$ cat src/rtl/load_store_unit_if.sv
// Core/memory handshake bundle for the load/store unit.
// slave = the LSU itself; master = the core + data memory environment.
interface load_store_unit_if;
  // core request
  logic        req_valid;
  logic        req_ready;
  logic        is_store;
  logic [2:0]  funct3;
  logic [31:0] addr;
  logic [31:0] store_data;
  // data memory port
  logic        mem_valid;
  logic        mem_ready;
  logic [31:0] mem_addr;
  logic        mem_we;
  logic [3:0]  mem_wstrb;
  logic [31:0] mem_wdata;
  logic        mem_rvalid;
  logic [31:0] mem_rdata;
  // completion
  logic        resp_valid;
  logic [31:0] resp_data;
  logic        resp_fault;

  modport slave (
    input  req_valid, is_store, funct3, addr, store_data,
    input  mem_ready, mem_rvalid, mem_rdata,
    output req_ready, mem_valid, mem_addr, mem_we, mem_wstrb, mem_wdata,
    output resp_valid, resp_data, resp_fault
  );

  modport master (
    output req_valid, is_store, funct3, addr, store_data,
    output mem_ready, mem_rvalid, mem_rdata,
    input  req_ready, mem_valid, mem_addr, mem_we, mem_wstrb, mem_wdata,
    input  resp_valid, resp_data, resp_fault
  );
endinterface

$ cat src/rtl/load_store_unit.sv
// RV32I load/store unit: one outstanding access, valid/ready memory port,
// store lane replication, load alignment/extension, fault detection.
// Every output is either a register or a decode of the state register.
module load_store_unit (
  input  logic             clk,
  input  logic             rst,
  load_store_unit_if.slave bus
);
  typedef enum logic [1:0] {IDLE, REQ, WAIT_R, RESP} state_t;

  state_t      state_q, state_d;
  logic [31:0] mem_addr_q, mem_addr_d;
  logic [31:0] mem_wdata_q, mem_wdata_d;
  logic [3:0]  mem_wstrb_q, mem_wstrb_d;
  logic        mem_we_q, mem_we_d;
  logic [31:0] resp_data_q, resp_data_d;
  logic        resp_fault_q, resp_fault_d;
  logic [2:0]  funct3_q, funct3_d;
  logic [1:0]  off_q, off_d;

  logic        accept;
  logic        illegal;
  logic        misaligned;
  logic [31:0] lane;
  logic [31:0] load_ext;

  assign accept = bus.req_valid && (state_q == IDLE);

  // Decode fault on the incoming request (only used on the accept edge).
  always_comb begin
    illegal = 1'b0;
    if (bus.is_store) illegal = (bus.funct3 > 3'b010);
    else              illegal = (bus.funct3 == 3'b011) || (bus.funct3[2:1] == 2'b11);
    misaligned = ((bus.funct3[1:0] == 2'b01) && bus.addr[0]) ||
                 ((bus.funct3[1:0] == 2'b10) && (bus.addr[1:0] != 2'b00));
  end

  // Shift the addressed byte/half down to bit 0 and extend per registered funct3.
  always_comb begin
    lane = bus.mem_rdata >> {off_q, 3'b000};
    case (funct3_q)
      3'b000:  load_ext = {{24{lane[7]}}, lane[7:0]};
      3'b001:  load_ext = {{16{lane[15]}}, lane[15:0]};
      3'b100:  load_ext = {24'b0, lane[7:0]};
      3'b101:  load_ext = {16'b0, lane[15:0]};
      default: load_ext = lane;
    endcase
  end

  // Next-state and next-register logic; everything holds unless changed.
  always_comb begin
    state_d      = state_q;
    mem_addr_d   = mem_addr_q;
    mem_wdata_d  = mem_wdata_q;
    mem_wstrb_d  = mem_wstrb_q;
    mem_we_d     = mem_we_q;
    resp_data_d  = resp_data_q;
    resp_fault_d = resp_fault_q;
    funct3_d     = funct3_q;
    off_d        = off_q;
    case (state_q)
      IDLE: begin
        if (accept) begin
          funct3_d    = bus.funct3;
          off_d       = bus.addr[1:0];
          resp_data_d = 32'b0;
          if (illegal || misaligned) begin
            // no memory access; answer straight away
            resp_fault_d = 1'b1;
            state_d      = RESP;
          end else begin
            mem_addr_d = {bus.addr[31:2], 2'b00};
            mem_we_d   = bus.is_store;
            if (bus.is_store) begin
              case (bus.funct3[1:0])
                2'b00: begin
                  mem_wdata_d = {4{bus.store_data[7:0]}};
                  mem_wstrb_d = 4'b0001 << bus.addr[1:0];
                end
                2'b01: begin
                  mem_wdata_d = {2{bus.store_data[15:0]}};
                  mem_wstrb_d = bus.addr[1] ? 4'b1100 : 4'b0011;
                end
                default: begin
                  mem_wdata_d = bus.store_data;
                  mem_wstrb_d = 4'b1111;
                end
              endcase
            end else begin
              mem_wdata_d = 32'b0;
              mem_wstrb_d = 4'b0000;
            end
            state_d = REQ;
          end
        end
      end
      REQ: begin
        if (bus.mem_ready) state_d = mem_we_q ? RESP : WAIT_R;
      end
      WAIT_R: begin
        if (bus.mem_rvalid) begin
          resp_data_d = load_ext;
          state_d     = RESP;
        end
      end
      RESP: begin
        // response fields are only meaningful during the pulse
        resp_data_d  = 32'b0;
        resp_fault_d = 1'b0;
        state_d      = IDLE;
      end
      default: state_d = IDLE;
    endcase
  end

  // State and datapath registers; reset aborts any transaction in flight.
  always_ff @(posedge clk or posedge rst) begin
    if (rst) begin
      state_q      <= IDLE;
      mem_addr_q   <= 32'b0;
      mem_wdata_q  <= 32'b0;
      mem_wstrb_q  <= 4'b0;
      mem_we_q     <= 1'b0;
      resp_data_q  <= 32'b0;
      resp_fault_q <= 1'b0;
      funct3_q     <= 3'b0;
      off_q        <= 2'b0;
    end else begin
      state_q      <= state_d;
      mem_addr_q   <= mem_addr_d;
      mem_wdata_q  <= mem_wdata_d;
      mem_wstrb_q  <= mem_wstrb_d;
      mem_we_q     <= mem_we_d;
      resp_data_q  <= resp_data_d;
      resp_fault_q <= resp_fault_d;
      funct3_q     <= funct3_d;
      off_q        <= off_d;
    end
  end

  assign bus.req_ready  = (state_q == IDLE);
  assign bus.mem_valid  = (state_q == REQ);
  assign bus.resp_valid = (state_q == RESP);
  assign bus.mem_addr   = mem_addr_q;
  assign bus.mem_we     = mem_we_q;
  assign bus.mem_wstrb  = mem_wstrb_q;
  assign bus.mem_wdata  = mem_wdata_q;
  assign bus.resp_data  = resp_data_q;
  assign bus.resp_fault = resp_fault_q;
endmodule

$ cat src/flat_wrapper.sv
// flat-port wrapper written by rule: the top's interface ports become plain ports
module load_store_unit_flat 
  (clk, rst, bus_req_valid, bus_is_store, bus_funct3, bus_addr, bus_store_data, bus_mem_ready, bus_mem_rvalid, bus_mem_rdata, bus_req_ready, bus_mem_valid, bus_mem_addr, bus_mem_we, bus_mem_wstrb, bus_mem_wdata, bus_resp_valid, bus_resp_data, bus_resp_fault);
  load_store_unit_if bus_i ();
  input  logic clk;
  input  logic rst;
  input wire logic [$bits(bus_i.req_valid)-1:0] bus_req_valid;
  input wire logic [$bits(bus_i.is_store)-1:0] bus_is_store;
  input wire logic [$bits(bus_i.funct3)-1:0] bus_funct3;
  input wire logic [$bits(bus_i.addr)-1:0] bus_addr;
  input wire logic [$bits(bus_i.store_data)-1:0] bus_store_data;
  input wire logic [$bits(bus_i.mem_ready)-1:0] bus_mem_ready;
  input wire logic [$bits(bus_i.mem_rvalid)-1:0] bus_mem_rvalid;
  input wire logic [$bits(bus_i.mem_rdata)-1:0] bus_mem_rdata;
  output wire logic [$bits(bus_i.req_ready)-1:0] bus_req_ready;
  output wire logic [$bits(bus_i.mem_valid)-1:0] bus_mem_valid;
  output wire logic [$bits(bus_i.mem_addr)-1:0] bus_mem_addr;
  output wire logic [$bits(bus_i.mem_we)-1:0] bus_mem_we;
  output wire logic [$bits(bus_i.mem_wstrb)-1:0] bus_mem_wstrb;
  output wire logic [$bits(bus_i.mem_wdata)-1:0] bus_mem_wdata;
  output wire logic [$bits(bus_i.resp_valid)-1:0] bus_resp_valid;
  output wire logic [$bits(bus_i.resp_data)-1:0] bus_resp_data;
  output wire logic [$bits(bus_i.resp_fault)-1:0] bus_resp_fault;
  assign bus_i.req_valid = bus_req_valid;
  assign bus_i.is_store = bus_is_store;
  assign bus_i.funct3 = bus_funct3;
  assign bus_i.addr = bus_addr;
  assign bus_i.store_data = bus_store_data;
  assign bus_i.mem_ready = bus_mem_ready;
  assign bus_i.mem_rvalid = bus_mem_rvalid;
  assign bus_i.mem_rdata = bus_mem_rdata;
  assign bus_req_ready = bus_i.req_ready;
  assign bus_mem_valid = bus_i.mem_valid;
  assign bus_mem_addr = bus_i.mem_addr;
  assign bus_mem_we = bus_i.mem_we;
  assign bus_mem_wstrb = bus_i.mem_wstrb;
  assign bus_mem_wdata = bus_i.mem_wdata;
  assign bus_resp_valid = bus_i.resp_valid;
  assign bus_resp_data = bus_i.resp_data;
  assign bus_resp_fault = bus_i.resp_fault;
  load_store_unit u_core (.clk(clk), .rst(rst), .bus(bus_i));
endmodule
$ cat config.mk
export PLATFORM = sky130hd
export DESIGN_NAME = load_store_unit_flat
export DESIGN_NICKNAME = d
export VERILOG_FILES = /design/src/rtl/load_store_unit_if.sv /design/src/rtl/load_store_unit.sv /design/src/flat_wrapper.sv
export SDC_FILE = /design/constraint.sdc
export NUM_CORES = 1
export LEC_CHECK = 0
export ABC_AREA = 1
export CORE_UTILIZATION = 44
export DETAILED_ROUTE_END_ITERATION = 6
export MAX_ROUTING_LAYER = met4
export PLACE_DENSITY = 0.89
export SYNTH_ARGS = -nofsm -noshare
export SYNTH_HDL_FRONTEND = slang
export SYNTH_SLANG_ARGS = --single-unit
$ cat constraint.sdc
create_clock -name clk -period 5.13 [get_ports clk]
set_clock_uncertainty 0.15 [all_clocks]
set_input_delay 1.539 -clock clk [delete_from_list [all_inputs] [get_ports clk]]
set_output_delay 1.539 -clock clk [all_outputs]
set_load 0.02 [all_outputs]
* Word-level counts from Yosys, hierarchy flattened
Index checks and enable logic that the tools add are counted.
** Word-level totals
- Register bits after elaboration :: 107
- Bits in latches :: 0
- Memory bits (writable) :: 0
- Bits in read-only memories :: 0
- Bits of input ports :: 105
- Output and inout bits :: 105
- Logic and storage cells :: 63
- Memories kept :: 0
** Cells by class
- Add/subtract/negate cells :: 0
- Multipliers :: 0
- Divide/modulo/power cells :: 0
- $lt $le $gt $ge :: 1
- Equality and inequality tests :: 14
- Shifts and indexed selects :: 2
- Mux-type cells :: 19
- Bitwise logic cells :: 1
- Reduce and logical (&&, ||, !) cells :: 17
** Operators with widths (number)
- $pmux 32 s4 :: 1
- $mux 32 :: 3
- $pmux 32 s3 :: 1
- $pmux 32 s2 :: 1
- $shr 32x5->32 :: 1
- $reduce_and 3->1 :: 4
- $eq 2x2->1 const B :: 4
- $mux 2 :: 4
- $mux 4 :: 2
- $pmux 2 s4 :: 1
- $pmux 4 s2 :: 1
- $eq 3x3->1 const B :: 2
- $eq 2x1->1 const B :: 2
- $logic_not 2->1 :: 2
- $mux 1 :: 4
- $ne 2x1->1 const B :: 2
- $ne 2x2->1 const B :: 2
- $reduce_bool 2->1 :: 2
- $shl 1x2->4 const A :: 1
- $eq 3x1->1 const B :: 1
- $eq 3x2->1 const B :: 1
- $gt 3x2->1 const B :: 1
- $logic_and 1x1->1 :: 3
- $logic_not 3->1 :: 1
- 5 further kinds :: 7

* Logic depth before layout (Yosys ltp)
Gate-level depths: netlist of the first run.
- Word-level depth :: 7
- Mapped depth :: 10
- Mapped depth without buffers :: 9

* Worst setup path before layout of the first run
OpenSTA, ideal clock, no wires.
- Kind :: input-to-reg
- Start :: input bus_funct3[1]
- End :: register u_core.mem_wdata_q[31], in the netlist u_core.bus.mem_wdata[31]
- Setup time :: 116 ps
- Arrival :: 2408 ps
- Data required time :: 4864 ps
- Setup slack :: 2456 ps
- Cell stages on the path :: 9
- Path buffers :: 3
- Cell sequence :: buf_2 > nor2_2 > nand2_1 > nand3_4 > inv_2 > buf_6 > buf_6 > nand2_1 > nand2_1
** On the way
- Cells in the longest elaborated chain, start to end :: 6
- Elaborated cells between the ends (all ways) :: 16
- Those cells by class :: 1 x order compare; 4 x eq/ne; 3 x mux; 1 x bitwise; 7 x reduce/logical
** RTL lines
- from (decl) :: line flat_wrapper.sv:9 : input wire logic [$bits(bus_i.funct3)-1:0] bus_funct3;
- branches (longest 6 deep; another with $gt 3x2->1)
- to (signal assigned) :: line load_store_unit.sv:131 : mem_wdata_q <= mem_wdata_d;
- to (decl) :: line load_store_unit.sv:13 : logic [31:0] mem_wdata_q, mem_wdata_d;
Several ways; the timed one is not identified.
A chain may end at the register's enable or synchronous reset.

* Worst setup path after layout of the first run
- Start :: input bus_funct3[1]
- End :: register u_core.mem_wdata_q[15], in the netlist u_core.bus.mem_wdata[15]
The elaborated chain is that of the path after synthesis.

==> results.sh, run 1 <==
export IMPL_dieHeight_um=113
export IMPL_outcome="completed"
export IMPL_yosys_cell_count_top_type="sky130_fd_sc_hd__nand2_1"
export IMPL_finalCritPeriodShare_pct=76.8
export IMPL_worstHoldPathType="register to register"
export IMPL_area_growth_pct=43.0
export IMPL_net_switching_power_mw=1.87
export IMPL_tightestPinTransition_ps=973
export IMPL_r2r_cells=7
export IMPL_drc_errors=0
export IMPL_path_clk_slew_ps=80
export IMPL_grt_overflow_total=0
export IMPL_area_of_the_multi_input_gates_sq_um=2350
export IMPL_die_width_um=113
export IMPL_leakage_nw=3.87
export IMPL_ant_nets_after_route=0
export IMPL_ys_dominant_reg_cell="sky130_fd_sc_hd__dfrtp_1"
export IMPL_setup_ws_ps=1190
export IMPL_synth_async_reset_ratio_pct=100
export IMPL_dr_pass1_iters=5
export IMPL_dp_worst_setup_slack_ps=849
export IMPL_cts_buffer_depth=2
export IMPL_floorplan_initialDensity_pct=45.3
export IMPL_synth_cells=739
export IMPL_clock_power_share_pct=16.5
export IMPL_slowest_stage="sky130_fd_sc_hd__clkdlybuf4s50_1"
export IMPL_combinationalPowerShare_pct=50.8
export IMPL_tritoncts="yes"
export IMPL_post_synth_top_area_cell="sky130_fd_sc_hd__dfrtp_1"
export IMPL_crit_arrival_ps=3980
export IMPL_via_count_of_the_first_global_routing_pass=5276
export IMPL_io_pins=210
export IMPL_worst_path_stages=7
export IMPL_finalHoldViolations=0
export IMPL_final_layout_size_suffix_gt1_share_pct=3.46
export IMPL_r2r_end="u_core.bus.resp_data[31]$_DFFE_PP0P_"
export IMPL_timing_critical_path_required_ps=5170
export IMPL_largest_net_degree_at_the_start_of_global_routing=97
export IMPL_worstReg2RegStart="u_core.off_q[0]$_DFFE_PP0P_"
export IMPL_wire_per_inst_um=14.8
export IMPL_antenna_found_initial=0
export IMPL_synthesis_area_per_instance_sq_um=7.36
export IMPL_global_route_wire_length_before_repair_um=26100
export IMPL_post_drt_via_cell_ratio=5.10
export IMPL_end_of_flow_core_utilization_pct=64.8
export IMPL_ctsRootBufferMaster="sky130_fd_sc_hd__clkbuf_16"
export IMPL_cp_slowest_stage_delay_ps=910
export IMPL_dp_hpwl_um=11500
export IMPL_synth_distinct_cells=26
export IMPL_unrepaired_setup_endpoints_after_global_routing="no"
export IMPL_final_min_clock_period_ps=3940
export IMPL_n_fill_cell=1019
export IMPL_worstSkewPairLatency_ps=340
export IMPL_postCtsHoldBufs=0
export IMPL_post_detailed_routing_wire_length_um=15900
export IMPL_worstPathBufferInverterCount=3
export IMPL_worstPathCellList="clkdlybuf4s50_1 -> inv_2 -> nand2_1 -> nand2_2 -> nand3_4 -> buf_4 -> o21ai_0"
export IMPL_num_antenna_cells=0
export IMPL_slew_limit_headroom_pct=35.2
export IMPL_maxCapViolations=0
export IMPL_yosys_top_cells_count="378 x sky130_fd_sc_hd__nand2_1, 107 x sky130_fd_sc_hd__dfrtp_1, 67 x sky130_fd_sc_hd__o21ai_0"
export IMPL_first_iter_violations=572
export IMPL_setup_worst_path_start="bus_funct3[1]"
export IMPL_cts_post_setup_buffers_inserted=0
export IMPL_power_density_of_the_placed_cells_nw_per_um2=562
export IMPL_sw_frac_of_total_pct=42.8
export IMPL_clock_fmax_ghz=0.254
export IMPL_ys_ff_latch=107
export IMPL_portion_of_synthesized_cell_area_occupied_by_the_leading_cell_type_pct=49.2
export IMPL_post_synth_main_area_contributors="sky130_fd_sc_hd__dfrtp_1 49%, sky130_fd_sc_hd__nand2_1 26%, sky130_fd_sc_hd__o21ai_0 6.2%"
export IMPL_start_kind="input pin"
export IMPL_io_buffer_count=207
export IMPL_irDropWorstVdd_v=0.000326
export IMPL_setup_tns_ps=0
export IMPL_floorplan_rows=40
export IMPL_setup_violations_final=0
export IMPL_clkSinkCount=107
export IMPL_htree_levels=3
export IMPL_syn_area_sq_um=5440
export IMPL_synth_enable_flop_cells=0
export IMPL_pwr_share_seq_pct=32.7
export IMPL_timing_critical_path_fanout_max=96
export IMPL_path_delay_family="buffers and inverters"
export IMPL_final_slew_violations=0
export IMPL_synth_warning_count=0
export IMPL_gp_congestion=0.881
export IMPL_final_net_count=1029
export IMPL_worst_setup_path_endpoint="u_core.bus.mem_wdata[15]$_DFFE_PP0P_"
export IMPL_regArea_sq_um=2680
export IMPL_num_vias=5457
export IMPL_fp_dieArea_sq_um=12800
export IMPL_reg2reg_slack_ps=2290
export IMPL_grt_total_usage_pct=26.9
export IMPL_design_core_area_sq_um=12000
export IMPL_cts_resized=0
export IMPL_cp_end_kind="register"
export IMPL_cell_internal_pwr_mw=2.50
export IMPL_criticalPathCategory="input pin to register"
export IMPL_seq_area_frac_synth_pct=49.2
export IMPL_cts_buffers=9
==> power groups by stage <==
| stage | registers (mW) | clock network (mW) | logic (mW) |
|---|---|---|---|
| CTS | 1.43 | 0.735 | 2.23 |
| global route | 1.48 | 0.773 | 2.44 |
| finish | 1.43 | 0.721 | 2.22 |
| global placement | 1.43 | 0 | 2.18 |
| detailed placement | 1.43 | 0 | 2.23 |
| floorplan | 1.73 | 0 | 0.993 |
==> layout by cell type (no fill, tap or decap), types with 3 or more instances in the layout <==
cell type,synthesis,routed
sky130_fd_sc_hd__o211ai_1,7,7
sky130_fd_sc_hd__clkbuf_16,0,9
sky130_fd_sc_hd__dfrtp_1,107,107
sky130_fd_sc_hd__nand2_1,378,378
sky130_fd_sc_hd__nand3_4,3,3
sky130_fd_sc_hd__clkdlybuf4s50_1,0,207
sky130_fd_sc_hd__buf_4,11,4
sky130_fd_sc_hd__inv_2,3,3
sky130_fd_sc_hd__nand3_1,29,29
sky130_fd_sc_hd__ha_1,5,5
sky130_fd_sc_hd__inv_6,0,3
sky130_fd_sc_hd__nor3_1,15,15
sky130_fd_sc_hd__o21ai_0,67,67
sky130_fd_sc_hd__inv_1,35,34
sky130_fd_sc_hd__nor2_1,24,24
sky130_fd_sc_hd__a21oi_1,11,11
==> layer usage <==
layer | part of all wire (%) | routed length [um] | global-route usage (%) | vias up
li1 | - | - | - | 2666
met1 | 41 | 6480 | 32.5 | 2473
met2 | 47 | 7460 | 42.6 | 281
met3 | 9.5 | 1520 | 6.75 | 37
met4 | 2.8 | 440 | 12.0 | 0
met5 | 0 | 0 | - | -
==> sequential cells by signal, indices dropped and copies added (netlist names) <==
signal and cells:
u_core.bus.resp_data 32, u_core.off_q 2, u_core.bus.mem_wdata 32, u_core.bus.mem_we 1, u_core.state_q 2, u_core.funct3_q 3, u_core.bus.mem_wstrb 4, u_core.bus.mem_addr 30
u_core.bus.resp_fault 1
==> stage by stage <==
step                      cell area, sq um  power (mW)  instances  hold slack (ps)
after detailed placement              7470        3.66       1055              314
after floorplan                       5440        2.73        740              303
final                                 7780        4.37       1071              330
after CTS                             7780        4.40       1071              334
after global routing                  7780        4.69       1071              353
after global placement                7470        3.61       1055              311
==> worst reg2reg max path, stage by stage, from the launching register on <==
cell                      delay, ps
sky130_fd_sc_hd__dfrtp_1        890
sky130_fd_sc_hd__inv_1          700
sky130_fd_sc_hd__nand2_1        210
sky130_fd_sc_hd__nand3_1        160
sky130_fd_sc_hd__nand3_4        220
sky130_fd_sc_hd__nand3_4        210
sky130_fd_sc_hd__nand2_1        140
sky130_fd_sc_hd__nand2_1         50
==> how the worst min path moves through the flow <==
stage | startpoint | to | cells past startpoint
6_report | u_core.bus.mem_addr[14]$_DFFE_PP0P_ | u_core.bus.mem_addr[14]$_DFFE_PP0P_ | 2
5_1_grt | u_core.bus.resp_data[21]$_DFFE_PP0P_ | u_core.bus.resp_data[21]$_DFFE_PP0P_ | 2
4_1_cts | u_core.bus.resp_data[15]$_DFFE_PP0P_ | u_core.bus.resp_data[15]$_DFFE_PP0P_ | 2
3_5_place_dp | u_core.bus.mem_addr[14]$_DFFE_PP0P_ | u_core.bus.mem_addr[14]$_DFFE_PP0P_ | 2
3_3_place_gp | u_core.bus.mem_addr[21]$_DFFE_PP0P_ | u_core.bus.mem_addr[21]$_DFFE_PP0P_ | 2
2_1_floorplan | u_core.funct3_q[0]$_DFFE_PP0P_ | u_core.funct3_q[0]$_DFFE_PP0P_ | 2
==> layout make-up <==
| type | count | area share [%] |
|---|---|---|
| timing repair buffer | 211 | 27.0 |
| tap | 147 | 2.36 |
| clock inverter | 6 | 0.997 |
| multi-input combinational | 550 | 30.2 |
| sequential | 107 | 34.4 |
| inverter | 40 | 2.03 |
| clock buffer | 10 | 2.94 |
==> logic make-up (layout without fill, tap and decap cells) <==
| kind of cell | count (synthesis) | count (layout) | synth area share [%] |
|---|---|---|---|
| AND/OR/NAND/NOR | 454 | 454 | 33.3 |
| flip-flops | 107 | 107 | 49.2 |
| buffers and inverters | 83 | 267 | 7.64 |
| adder cells (fa/ha/maj) | 5 | 5 | 1.15 |
| other | 1 | 2 | 0.0689 |
| AO/OA/AOI/OAI | 89 | 89 | 8.58 |
Power figures use the tool's default switching activity.
==> inputs of run 2 (changes only) <==
CORE_UTILIZATION = 40   (was 44)
PLACE_DENSITY = 0.86   (was 0.89)
clock period = 3.5 ns   (was 5.13 ns; I/O delays follow)
==> run 2 against run 1 <==
Net effect: final cell count increased by 3.6%; largest power group unchanged; critical endpoint is now bus_req_ready; non-clock buffer count is 10 higher; count of clock-buffer cells in the layout decreased by 1; routed wire length up 2.6%; first-iteration DRC count is 31% lower; register-to-register slack got worse by 1300 ps; clock power grew 51%.
==> results.sh, run 2 (synthesized netlist as in run 1, its figures left out) <==
export IMPL_clock_power_share_pct=16.7
export IMPL_drc_errors=0
export IMPL_slew_limit_headroom_pct=44.7
export IMPL_crit_arrival_ps=1900
export IMPL_wire_per_inst_um=14.7
export IMPL_finalHoldViolations=0
export IMPL_gp_congestion=0.942
export IMPL_area_growth_pct=45.7
export IMPL_timing_critical_path_required_ps=2300
export IMPL_cts_post_setup_buffers_inserted=0
export IMPL_layout_common_cells="378 x sky130_fd_sc_hd__nand2_1, 207 x sky130_fd_sc_hd__clkdlybuf4s50_1, 107 x sky130_fd_sc_hd__dfrtp_1"
export IMPL_grt_overflow_total=0
export IMPL_ctsRootBufferMaster="sky130_fd_sc_hd__clkbuf_16"
export IMPL_io_pins=210
export IMPL_worstSkewPairLatency_ps=350
export IMPL_grt_total_usage_pct=24.6
export IMPL_end_of_flow_core_utilization_pct=59.8
export IMPL_final_cells=1110
export IMPL_dp_hpwl_um=11900
export IMPL_start_kind="register"
export IMPL_antenna_found_initial=0
export IMPL_finalCritPeriodShare_pct=88.5
export IMPL_outcome="completed"
export IMPL_dr_pass1_iters=5
export IMPL_largest_net_degree_at_the_start_of_global_routing=108
export IMPL_leakage_nw=3.93
export IMPL_timing_critical_path_fanout_max=7
export IMPL_number_of_instances_in_the_placed_design=1094
export IMPL_final_min_clock_period_ps=3100
export IMPL_num_antenna_cells=0
export IMPL_layout_cells_most_common="sky130_fd_sc_hd__nand2_1"
export IMPL_criticalPathCategory="register to output pin"
export IMPL_tightestPinTransition_ps=828
export IMPL_setup_violations_final=0
export IMPL_tritoncts="yes"
export IMPL_maxCapViolations=0
export IMPL_cts_resized=0
export IMPL_combinationalPowerShare_pct=51.7
export IMPL_design_core_area_sq_um=13200
export IMPL_sw_frac_of_total_pct=42.7
export IMPL_path_clk_slew_ps=80
export IMPL_first_iter_violations=394
export IMPL_worstHoldPathType="register to register"
export IMPL_floorplan_initialDensity_pct=41.1
export IMPL_cts_buffers=9
export IMPL_cell_internal_pwr_mw=3.72
export IMPL_die_width_um=119
export IMPL_final_slew_violations=0
export IMPL_post_detailed_routing_wire_length_um=16300
export IMPL_htree_levels=3
export IMPL_final_layout_size_suffix_gt1_share_pct=4.60
export IMPL_post_dp_cell_area_sq_um=7610
export IMPL_clkSinkCount=107
export IMPL_final_net_count=1039
export IMPL_dieHeight_um=119
export IMPL_hold_slack_ps=331
export IMPL_setup_tns_ps=0
export IMPL_final_design_area_no_fill_sq_um=7930
export IMPL_fp_dieArea_sq_um=14100
export IMPL_cp_end_kind="output pin"
export IMPL_clock_fmax_ghz=0.323
export IMPL_net_switching_power_mw=2.78
export IMPL_pwr_share_seq_pct=31.6
export IMPL_via_count_of_the_first_global_routing_pass=5296
export IMPL_postCtsHoldBufs=0
export IMPL_floorplan_rows=42
export IMPL_io_buffer_count=207
export IMPL_ant_nets_after_route=0
export IMPL_num_vias=5536
export IMPL_irDropWorstVdd_v=0.000470
export IMPL_power_density_of_the_placed_cells_nw_per_um2=820
export IMPL_post_drt_via_cell_ratio=4.99
export IMPL_unrepaired_setup_endpoints_after_global_routing="no"
export IMPL_global_route_wire_length_before_repair_um=26300
export IMPL_cts_buffer_depth=2
-- run 2: cell types whose count changed in the layout (fill, tap and decap cells not counted), sizes merged --
| cell | change |
|---|---|
| buf | +10 |
| clkinvlp | +1 |
| clkbuf | -1 |
-- run 2: power groups by stage --
stage | Clock [mW] | Combinational (mW) | Sequential [mW]
6_report | 1.09 | 3.36 | 2.06
4_1_cts | 1.11 | 3.38 | 2.05
3_5_place_dp | 0 | 3.37 | 2.06
5_1_grt | 1.16 | 3.66 | 2.12
2_1_floorplan | 0 | 1.46 | 2.54
3_3_place_gp | 0 | 3.30 | 2.05
-- run 2: worst paths after layout --
kind,startpoint,end,slack [ps],cells after the start
min in group asynchronous,rst,u_core.bus.resp_data[12]$_DFFE_PP0P_,1050,3
worst min register to register,u_core.bus.mem_addr[31]$_DFFE_PP0P_,u_core.bus.mem_addr[31]$_DFFE_PP0P_,330,2
worst max-delay path,u_core.state_q[0]$_DFFE_PP0P_,bus_req_ready,400,3
worst min-delay path,u_core.bus.mem_addr[31]$_DFFE_PP0P_,u_core.bus.mem_addr[31]$_DFFE_PP0P_,330,2
max in group asynchronous,rst,u_core.bus.resp_fault$_DFFE_PP0P_,1700,3
worst max register to register,u_core.off_q[1]$_DFFE_PP0P_,u_core.bus.resp_data[28]$_DFFE_PP0P_,1030,6
-- run 2: per-layer routing --
layer  up-vias  track usage [%]  wire, um  share of wire [%]
met5         -                -         0                  0
met4         0             12.1       505                3.1
met3        38             6.03      1450                8.9
met2       268             39.2      7730                 47
met1      2542             29.0      6630                 41
li1       2688                -         -                  -
-- run 2: critical path: stages (launching register included) --
cell                              delay (ps)
sky130_fd_sc_hd__dfrtp_1                 420
sky130_fd_sc_hd__inv_1                   140
sky130_fd_sc_hd__ha_1                    330
sky130_fd_sc_hd__clkdlybuf4s50_1         660
-- run 2: metrics by stage --
step           total power, mW  setup slack (ps)
2_1_floorplan             4.00              1010
3_3_place_gp              5.35               513
3_5_place_dp              5.43               436
4_1_cts                   6.54               383
5_1_grt                   6.94               338
6_report                  6.50               401
-- run 2: final cells by class --
cell class | count | area (sq um)
clock buffer | 9 | 225
multi-input combinational | 550 | 2350
tap | 176 | 220
sequential | 107 | 2680
timing repair buffer | 221 | 2200
fill | 1202 | 5320
clock inverter | 7 | 91.3
inverter | 40 | 159
==> inputs of run 3 (changes only) <==
CORE_UTILIZATION = 30   (was 40)
PLACE_DENSITY = 0.7   (was 0.86)
==> run 3 against run 2 <==
Net effect: global-route usage decreased by 5.2 points; final cell count increased by 4.2%; count of clock-buffer cells in the layout increased by 1; utilization decreased by 14 points; via count decreased by 2.0%; maximum frequency increased by 2.1%; combinational power about the same; critical path type unchanged; cell area increased by 0.21%; power decreased by 0.91%.
==> results.sh, run 3 (synthesized netlist as in run 1, its figures left out) <==
export IMPL_outcome="completed"
export IMPL_timing_critical_path_required_ps=2300
export IMPL_num_antenna_cells=0
export IMPL_htree_levels=3
export IMPL_number_of_instances_in_the_placed_design=1142
export IMPL_final_min_clock_period_ps=3040
export IMPL_setup_tns_ps=0
export IMPL_power_density_of_the_placed_cells_nw_per_um2=811
export IMPL_final_design_area_no_fill_sq_um=7940
export IMPL_cts_buffer_depth=2
export IMPL_post_dp_cell_area_sq_um=7650
export IMPL_final_net_count=1038
export IMPL_ant_nets_after_route=0
export IMPL_clkSinkCount=107
export IMPL_io_buffer_count=207
export IMPL_tightestPinTransition_ps=1040
export IMPL_largest_net_degree_at_the_start_of_global_routing=108
export IMPL_clock_fmax_ghz=0.329
export IMPL_dr_pass1_iters=5
export IMPL_drc_errors=0
export IMPL_cts_buffers=9
export IMPL_slew_limit_headroom_pct=30.4
export IMPL_layout_common_cells="378 x sky130_fd_sc_hd__nand2_1, 207 x sky130_fd_sc_hd__clkdlybuf4s50_1, 107 x sky130_fd_sc_hd__dfrtp_1"
export IMPL_worstHoldPathType="register to register"
export IMPL_setup_violations_final=0
export IMPL_path_clk_slew_ps=70
export IMPL_postCtsHoldBufs=0
export IMPL_final_cells=1157
export IMPL_final_layout_size_suffix_gt1_share_pct=4.29
export IMPL_criticalPathCategory="register to output pin"
export IMPL_antenna_found_initial=0
export IMPL_design_core_area_sq_um=17500
export IMPL_n_fill_cell=1745
export IMPL_wire_per_inst_um=14.8
export IMPL_regArea_sq_um=2680
export IMPL_io_pins=210
export IMPL_final_slew_violations=0
export IMPL_post_drt_via_cell_ratio=4.69
export IMPL_finalCritPeriodShare_pct=86.7
export IMPL_first_iter_violations=309
export IMPL_worstSkewPairLatency_ps=350
export IMPL_unrepaired_setup_endpoints_after_global_routing="no"
export IMPL_area_growth_pct=46.0
export IMPL_maxCapViolations=0
export IMPL_ctsRootBufferMaster="sky130_fd_sc_hd__clkbuf_16"
export IMPL_dp_hpwl_um=12100
export IMPL_grt_total_usage_pct=19.4
export IMPL_num_vias=5428
export IMPL_irDropWorstVdd_v=0.000397
export IMPL_finalHoldViolations=0
export IMPL_leakage_nw=3.90
export IMPL_global_route_wire_length_before_repair_um=26800
export IMPL_crit_arrival_ps=1840
export IMPL_floorplan_initialDensity_pct=31.1
export IMPL_fp_dieArea_sq_um=18700
export IMPL_start_kind="register"
export IMPL_cp_end_kind="output pin"
export IMPL_cts_post_setup_buffers_inserted=0
export IMPL_floorplan_rows=48
export IMPL_gp_congestion=0.905
export IMPL_die_width_um=137
export IMPL_layout_cells_most_common="sky130_fd_sc_hd__nand2_1"
export IMPL_grt_overflow_total=0
export IMPL_timing_critical_path_fanout_max=7
export IMPL_post_detailed_routing_wire_length_um=17100
export IMPL_cts_resized=0
export IMPL_dieHeight_um=137
export IMPL_tritoncts="yes"
export IMPL_via_count_of_the_first_global_routing_pass=5095
export IMPL_area_of_the_multi_input_gates_sq_um=2350
==> run 3: metal layers <==
layer,up-vias,global-route usage [%],part of all wire (%)
li1,2679,-,-
met1,2498,25.8,45
met2,231,28.9,44
met3,20,4.41,8.9
met4,0,6.36,1.6
met5,-,-,0
==> run 3: area by class of cell <==
type / instances / area share (%)
Clock buffer: 10 / 2.88
Clock inverter: 5 / 0.788
Inverter: 40 / 2.00
Multi-Input combinational cell: 550 / 29.6
Sequential cell: 107 / 33.7
Tap cell: 225 / 3.54
Timing Repair Buffer: 220 / 27.5
==> run 3: worst max-delay path, stage by stage, from the launching register on <==
cell and delay, ps:
sky130_fd_sc_hd__dfrtp_1 420, sky130_fd_sc_hd__inv_1 130, sky130_fd_sc_hd__ha_1 300, sky130_fd_sc_hd__clkdlybuf4s50_1 650
==> run 3: power by group <==
part	total, mW	leakage [nW]	internal, mW	switching [mW]
registers	2.07	1.39	1.73	0.340
logic	3.35	2.38	1.42	1.93
clock network	1.03	0.135	0.556	0.471
==> run 3: metrics by stage <==
stage	hold WS, ps	power [mW]	worst slack [ps]	util, %
2_1_floorplan	303	4.00	1010	-
3_3_place_gp	311	5.42	261	43.8
3_5_place_dp	314	5.45	225	43.8
4_1_cts	333	6.52	431	45.4
5_1_grt	351	6.93	339	45.4
6_report	331	6.44	465	45.4
==> run 3: path summary, 6_finish.rpt <==
path                       slack (ps)                                start                                  end  cells after the start
max in group asynchronous        1650                                  rst  u_core.bus.resp_data[5]$_DFFE_PP0P_                      3
min in group asynchronous        1040                                  rst  u_core.bus.mem_addr[13]$_DFFE_PP0P_                      3
hold / removal                    330  u_core.bus.mem_addr[10]$_DFFE_PP0P_  u_core.bus.mem_addr[10]$_DFFE_PP0P_                      2
setup / recovery                  460        u_core.state_q[0]$_DFFE_PP0P_                        bus_req_ready                      3
setup reg to reg                 1360        u_core.state_q[0]$_DFFE_PP0P_  u_core.bus.mem_addr[31]$_DFFE_PP0P_                      8
hold reg to reg                   330  u_core.bus.mem_addr[10]$_DFFE_PP0P_  u_core.bus.mem_addr[10]$_DFFE_PP0P_                      2
